`config.mk`:
```
export PLATFORM = sky130hd
export DESIGN_NAME = ecc_scrub_ctrl
export DESIGN_NICKNAME = d
export VERILOG_FILES = /design/src/rtl/ecc_scrub_ctrl.sv
export SDC_FILE = /design/constraint.sdc
export NUM_CORES = 1
export LEC_CHECK = 0
export CAP_MARGIN = 10
export CORE_UTILIZATION = 45
export DETAILED_ROUTE_END_ITERATION = 10
export PLACE_DENSITY = 0.85
export SYNTH_ARGS = -nofsm -noshare
export SYNTH_HDL_FRONTEND = slang
export SYNTH_SLANG_ARGS = --single-unit
export TNS_END_PERCENT = 10
```
`constraint.sdc`:
```
create_clock -name clk -period 2.4 [get_ports clk]
set_input_delay 0.6 -clock clk [delete_from_list [all_inputs] [get_ports clk]]
set_output_delay 0.6 -clock clk [all_outputs]
set_load 0.005 [all_outputs]
```
`src/rtl/ecc_scrub_ctrl.sv`:
```
// Background ECC scrubber: walks the memory one word at a time, runs each word through an
// external SEC-DED decoder, writes back corrected words and logs uncorrectable ones.
module ecc_scrub_ctrl #(
    parameter int ADDR_W   = 10,
    parameter int DEPTH    = 1024,
    parameter int INTERVAL = 16,
    parameter int CNT_W    = 16
) (
    input  logic              clk,
    input  logic              rst,
    input  logic              en,
    input  logic              clr_cnt,
    output logic              mem_req,
    output logic              mem_we,
    output logic [ADDR_W-1:0] mem_addr,
    output logic [38:0]       mem_wdata,
    input  logic [38:0]       mem_rdata,
    input  logic              mem_ack,
    output logic [38:0]       dec_in,
    input  logic [38:0]       dec_out,
    input  logic              dec_sgl,
    input  logic              dec_dbl,
    output logic              busy,
    output logic [CNT_W-1:0]  sgl_cnt,
    output logic [CNT_W-1:0]  dbl_cnt,
    output logic [ADDR_W-1:0] dbl_addr,
    output logic              dbl_irq,
    output logic              pass_done
);

    localparam int                TMR_W     = (INTERVAL > 1) ? $clog2(INTERVAL) : 1;
    localparam logic [TMR_W-1:0]  TMR_LOAD  = TMR_W'(INTERVAL - 1);
    localparam logic [ADDR_W-1:0] LAST_ADDR = ADDR_W'(DEPTH - 1);
    localparam logic [CNT_W-1:0]  CNT_MAX   = '1;

    typedef enum logic [2:0] {
        IDLE,
        WAIT,
        RD,
        CHK,
        WR,
        NEXT
    } state_t;

    state_t            state;
    logic [ADDR_W-1:0] addr;
    logic [TMR_W-1:0]  timer;
    logic [38:0]       data;
    logic              xfer_done;
    logic              sgl_inc;
    logic              dbl_inc;

    assign dec_in    = data;
    assign xfer_done = mem_req && mem_ack;

    // A word flagged both single and double is treated as uncorrectable only.
    assign dbl_inc = (state == CHK) && dec_dbl;
    assign sgl_inc = (state == CHK) && !dec_dbl && dec_sgl;

    always_ff @(posedge clk) begin
        if (rst) begin
            state     <= IDLE;
            addr      <= '0;
            timer     <= '0;
            data      <= '0;
            mem_req   <= 1'b0;
            mem_we    <= 1'b0;
            mem_addr  <= '0;
            mem_wdata <= '0;
            sgl_cnt   <= '0;
            dbl_cnt   <= '0;
            dbl_addr  <= '0;
            dbl_irq   <= 1'b0;
            pass_done <= 1'b0;
            busy      <= 1'b0;
        end else begin
            dbl_irq   <= 1'b0;
            pass_done <= 1'b0;

            case (state)
                IDLE: begin
                    if (en) begin
                        timer <= TMR_LOAD;
                        busy  <= 1'b1;
                        state <= WAIT;
                    end
                end

                WAIT: begin
                    if (timer == '0) begin
                        mem_req  <= 1'b1;
                        mem_we   <= 1'b0;
                        mem_addr <= addr;
                        state    <= RD;
                    end else begin
                        timer <= timer - TMR_W'(1);
                    end
                end

                RD: begin
                    if (xfer_done) begin
                        data    <= mem_rdata;
                        mem_req <= 1'b0;
                        state   <= CHK;
                    end
                end

                CHK: begin
                    if (dec_dbl) begin
                        dbl_addr <= addr;
                        dbl_irq  <= 1'b1;
                        state    <= NEXT;
                    end else if (dec_sgl) begin
                        mem_wdata <= dec_out;
                        mem_req   <= 1'b1;
                        mem_we    <= 1'b1;
                        state     <= WR;
                    end else begin
                        state <= NEXT;
                    end
                end

                WR: begin
                    if (xfer_done) begin
                        mem_req <= 1'b0;
                        mem_we  <= 1'b0;
                        state   <= NEXT;
                    end
                end

                NEXT: begin
                    if (addr == LAST_ADDR) begin
                        addr      <= '0;
                        pass_done <= 1'b1;
                    end else begin
                        addr <= addr + ADDR_W'(1);
                    end
                    // Dropping en only takes effect here, so the address is kept for resume.
                    if (en) begin
                        timer <= TMR_LOAD;
                        state <= WAIT;
                    end else begin
                        busy  <= 1'b0;
                        state <= IDLE;
                    end
                end

                default: begin
                    mem_req <= 1'b0;
                    mem_we  <= 1'b0;
                    busy    <= 1'b0;
                    state   <= IDLE;
                end
            endcase

            // Clear takes precedence over a same-cycle increment; counters stick at all-ones.
            if (clr_cnt) begin
                sgl_cnt <= '0;
                dbl_cnt <= '0;
            end else begin
                if (sgl_inc && sgl_cnt != CNT_MAX) begin
                    sgl_cnt <= sgl_cnt + CNT_W'(1);
                end
                if (dbl_inc && dbl_cnt != CNT_MAX) begin
                    dbl_cnt <= dbl_cnt + CNT_W'(1);
                end
            end
        end
    end

endmodule

```
After elaboration in Yosys (flattened, before gate mapping)
Index checks and enable logic that the tools add are counted.
{"block": "word_totals", "register_bits": 152, "input_bits": 85, "output_inout_bits": 135, "elab_cells": 92}
{"block": "classes", "addsub": 4, "n_eq_ne": 18, "n_mux": 24, "bitwise_logic": 6, "reduce_logical": 26}
{"operator": "adder 16 x 1 -> 16 bit (second input constant)", "n": 2}
{"operator": "!= test 16 bit (second input constant)", "n": 2}
{"operator": "case mux 3 bit (6 select lines)", "n": 1}
{"operator": "!= test 2 bit (second input constant)", "n": 8}
{"operator": "2-to-1 mux 1 bit", "n": 12}
{"operator": "2-to-1 mux 3 bit", "n": 4}
{"operator": "adder 10 x 1 -> 10 bit (second input constant)", "n": 1}
{"operator": "== test 10 bit (second input constant)", "n": 1}
{"operator": "2-to-1 mux 10 bit", "n": 1}
{"operator": "AND reduction 5 bit", "n": 2}
{"operator": "OR reduction 2 bit", "n": 5}
{"operator": "AND reduction 3 bit", "n": 3}
{"operator": "2-to-1 mux 4 bit", "n": 2}
{"operator": "case mux 1 bit (4 select lines)", "n": 2}
{"operator": "case mux 4 bit (2 select lines)", "n": 1}
{"operator": "== test 3 x 2 -> 1 bit (second input constant)", "n": 2}
{"operator": "== test 3 bit (second input constant)", "n": 2}
{"operator": "logical AND 1 bit", "n": 6}
{"operator": "NOT 1 bit", "n": 6}
{"operator": "AND reduction 2 bit", "n": 3}
{"operator": "zero test 4 bit", "n": 1}
{"operator": "!= test 2 x 1 -> 1 bit (second input constant)", "n": 2}
{"operator": "AND reduction 4 bit", "n": 1}
{"operator": "OR reduction 4 bit", "n": 1}
{"operator": "7 further kinds", "n": 7}

Depth between registers and ports, before layout
{"block": "logic_depth", "word_depth": 4, "mapped_depth": 7, "mapped_depth_nobuf": 6}

Least setup slack after synthesis
Ideal clock, no wire load.
{"block": "synth_timing", "path_type": "register to register", "startpoint": "reg sgl_cnt[0]", "endpoint": "reg sgl_cnt[14]", "setup_ns": 0.116, "t_arrival_ns": 1.783, "t_required_ns": 2.284, "path_slack_ns": 0.501, "path_stages_with_launch": 6, "n_path_buf": 0, "synth_period_minus_slack_ns": 1.899, "path_cell_list": "dfxtp_1 ha_1 and4_1 nand4_1 or4b_2 o211a_1"}
{"block": "synth_via", "elab_chain_cells": 2, "elab_cells_between_ends": 3, "cone_classes": "1 x add/sub; 1 x eq/ne; 1 x reduce/logical"}
{"element": "start, declared", "line": "24", "text": "output logic [CNT_W-1:0] sgl_cnt,"}
{"element": "start signal, assigned", "line": "162", "text": "sgl_cnt <= sgl_cnt + CNT_W'(1);"}
{"element": "parallel branches: the longest is 2 deep, another holds adder 16 x 1 -> 16 bit"}
Several ways; the timed one is not identified.
A chain may end at the register's enable or synchronous reset.

Worst setup path after layout
{"block": "layout_timing", "startpoint": "in dec_dbl", "endpoint": "reg sgl_cnt[9]"}
{"block": "layout_via", "elab_chain_cells": 4}
{"element": "start, declared", "line": "22", "text": "input logic dec_dbl,"}
{"element": "zero test 1 bit", "line": "58", "text": "assign sgl_inc = (state == CHK) && !dec_dbl && dec_sgl;"}
{"element": "logical AND 1 bit (2 in series)", "line": "58"}
{"element": "logical AND 1 bit", "line": "161", "text": "if (sgl_inc && sgl_cnt != CNT_MAX) begin"}
No other way between the ends.

==> summary.md <==
| Metric | Value |
|---|---|
| Status | complete, no violations |
| Post-detail-place hpwl | between 10 and 15 mm |
| Number of port buffers | about 220 |
| Post-Synthesis Net Count | 848 |
| Detail Route Antenna Nets | 0 |
| Slew Limit Headroom | 62.51% |
| Die Wd | around 120 um |
| Crit path buf inv count | 1 |
| Hold Buf Count CTS | 0 |
| Slew Viols, Final | 0 |
| Root buffer cell | clkbuf_16 |
| CTS tree | done |
| Largest net degree at the start of global routing | 54 |
| Final WS setup | 0.2867 ns |
| Area occupied by multi-input gates | 2959 um2 |
| Via Count | between 6000 and 7000 |
| Residual DRC count | 0 |
| Core area | 13350 um2 |
| Post-CTS Setup Bufs | 0 |
| Family with the most delay on the worst path | simple AND/OR/NAND/NOR gates |
| PwrDens | 615.6 nW/um2 |
| Syn. warnings | 0 |
| Clock latency at the later pin of the worst-skew pair | roughly 0.42 ns |
| GRT Util Overall | 24.46% |
| Post-Route Utilization | 69.50% |
| Final min period | 2.113 ns |
| Initial DRT Pass Iterations | 7 |
| Share of cells above drive strength 1 | approximately 7.1% |
| Initial Utilization | a little under half |
| Syn Inst Count | 759 |
| Synth area leader | dfxtp_1 |
| I/O pin cnt | 220 |
| Max_cap viols | 0 |
| # H-tree levels | 4 |
| Bufs on Longest Clock Path | 2 |
| Critical Path Max Stage Delay | 0.58 ns |
| Critical path arrival | about 2.5 ns |
| Synth top area cells | dfxtp_1 49%, nand2_1 13%, a21oi_1 8.8%, mux2i_1 2.6%, nor2_1 2.1% |
| Clock transition at path regs | ~0.060 ns |
| Diodes inserted | 0 |
| DR WL/cell | 14.97 um |
| Tot Pwr | 5.710 mW |
| Syn Area/Cell | 8.201 um2 |
| Crit-path cells | clkdlybuf4s50_1 > nand2b_1 > or4b_4 > or4_1 > a21oi_1 |
| Final worst path period share | 88.05% |
| Fillers | 1073 |
| Post-synth ARST share | 0% |
| Post-synthesis cell type count | 57 |
| Dpl ws | -0.1073 ns |
| Final setup viols | 0 |
| Worst-path fanout max | 6 |
| Max VDD drop | slightly below 0.5 mV |
| Unrepaired setup endpoints after global routing | no |
| Synthesized flop and latch total | 152 |
| First-pass GRT wire length | roughly 28 mm |
| Post-cts sizing count | 0 |
| Synth Flop Type | dfxtp_1 |
| Fmax | 473.2 MHz |
| Initial antenna violation count | 0 |
| Final Hold Viols | 0 |
| Final Wtd Congestion | 0.8784 |
| DIE HEIGHT | between 100 and 150 um |
| Top-count cell post-synth | nand2_1 |
| Critical path launch point type | input pin |
| CP required | 2.74 ns |
| Worst Max-Slew Pin Slew | 0.5623 ns |
| Reg area | just over 3000 um2 |
| Cell area after synthesis | 6225 um2 |
| Nature of the critical path endpoint | flop |
| Nets | 1068 |
| Post-synthesis sequential area ratio | 48.88% |
| Tightest Hold Check Type | reg2reg |
| Top cells by count, synth | 208 x nand2_1, 152 x dfxtp_1, 110 x a21oi_1 |
| Total CTS buffers | 17 |
| Yosys top cell area share | between 40% and 50% |
| Leakage | 3.243 nW |
| Fin Clk Skew | ~0.0097 ns |
| DRT Wirelength | 17.47 mm |
| Crit-path slowest cell | or4b_4 |
| Via density | between 5 and 6 |
| Number of global-route vias before repair | ~6000 |
| Critical path class | in2reg |
| P&R area growth vs syn | 49.03% |
| CTS sink count | 152 |
| Cell Rows | 42 |
| Die ar. | 14310 um2 |
| Gr ovfl total | 0 |
| Iter 0 DRT Violations | 531 |
| EDFF count, synth | 0 |
==> per-layer routing <==
layer | up-vias | track usage (%) | part of all wire, % | routed length (um)
met5 | - | 0 | 0 | 0
li1 | 3089 | - | - | -
met2 | 217 | 41.62 | 49 | 8476
met3 | 33 | 7.557 | 6.7 | 1167
met4 | 0 | 9.063 | 2.2 | 380
met1 | 2893 | 28.79 | 43 | 7441
==> worst register-to-register path, delay by kind of cell (launching register included) <==
kind	cells	cell delay (ns)
adder cells (fa/ha/maj)	1	0.28
flip-flops	1	0.43
AO/OA/AOI/OAI	1	0.14
AND/OR/NAND/NOR	3	1.05
==> state kept, by name, summed over array words and instances (netlist names), 3 cells and up <==
signal and cells:
state 3, mem_addr 10, dbl_cnt 16, mem_wdata 39, dbl_addr 10, addr 10
timer 4, sgl_cnt 16, dec_in 39
==> cell type report <==
class | instances | share of cell area [%]
sequential | 152 | 32.80
timing repair buffer | 248 | 26.22
multi-input combinational | 550 | 31.90
inverter | 10 | 0.4046
tap | 176 | 2.374
clock inverter | 7 | 0.9981
clock buffer | 24 | 5.301
==> power by group <==
part / internal [mW] / switching, mW
registers: 2.56 / 0.0368
logic: 0.266 / 0.224
clock network: 1.63 / 0.991
==> cells in the final DEF (no fill, tap or decap), types with 3 or more instances in the layout <==
cell type	count
a211oi_1	3
a21oi_1	110
a31oi_1	6
and2_1	3
and3_1	6
and3b_1	4
and4_1	6
buf_4	28
clkbuf_1	3
clkbuf_16	17
clkbuf_8	4
clkdlybuf4s50_1	218
clkinvlp_4	3
dfxtp_1	152
ha_1	4
inv_1	10
mux2i_1	16
nand2_1	208
nand2b_1	4
nand3_1	22
nand4_1	12
nor2_1	33
nor2b_1	3
nor3_1	7
nor4_1	7
o211a_1	3
o21a_1	4
o21ai_0	12
o31ai_1	12
o41ai_1	3
or3_1	7
or4_1	13
xnor2_1	3
xor2_1	7
==> path summary, 6_finish.rpt <==
| kind | from | end | slack (ns) | cells past startpoint |
|---|---|---|---|---|
| max reg2reg | sgl_cnt[0] | sgl_cnt[14] | 0.40 | 5 |
| min | mem_wdata[20] | mem_wdata[20] | 0.45 | 2 |
| min reg2reg | mem_wdata[20] | mem_wdata[20] | 0.45 | 2 |
| max | dec_dbl | sgl_cnt[9] | 0.29 | 5 |
==> metrics by stage <==
step                      TNS [ns]  hold slack, ns  area (um2)  cells
after global routing             0          0.4753        9276   1167
after global placement    -0.09615          0.4400        8692   1136
after detailed placement   -0.2916          0.4456        8692   1136
after floorplan                  0          0.4527        6225    759
after CTS                        0          0.4537        9276   1167
final                            0          0.4502        9276   1167
==> logic make-up (layout without fill, tap and decap cells) <==
kind of cell | after synthesis | after routing | share of synthesized area (%)
simple gates | 352 | 352 | 26.83
compound gates | 167 | 167 | 15.56
flops | 152 | 152 | 48.88
buf+inv | 57 | 289 | 3.779
mux | 16 | 16 | 2.573
xor+xnor | 10 | 10 | 1.407
fa+ha+maj | 5 | 5 | 0.9649
(Power assumes the default switching activity.)
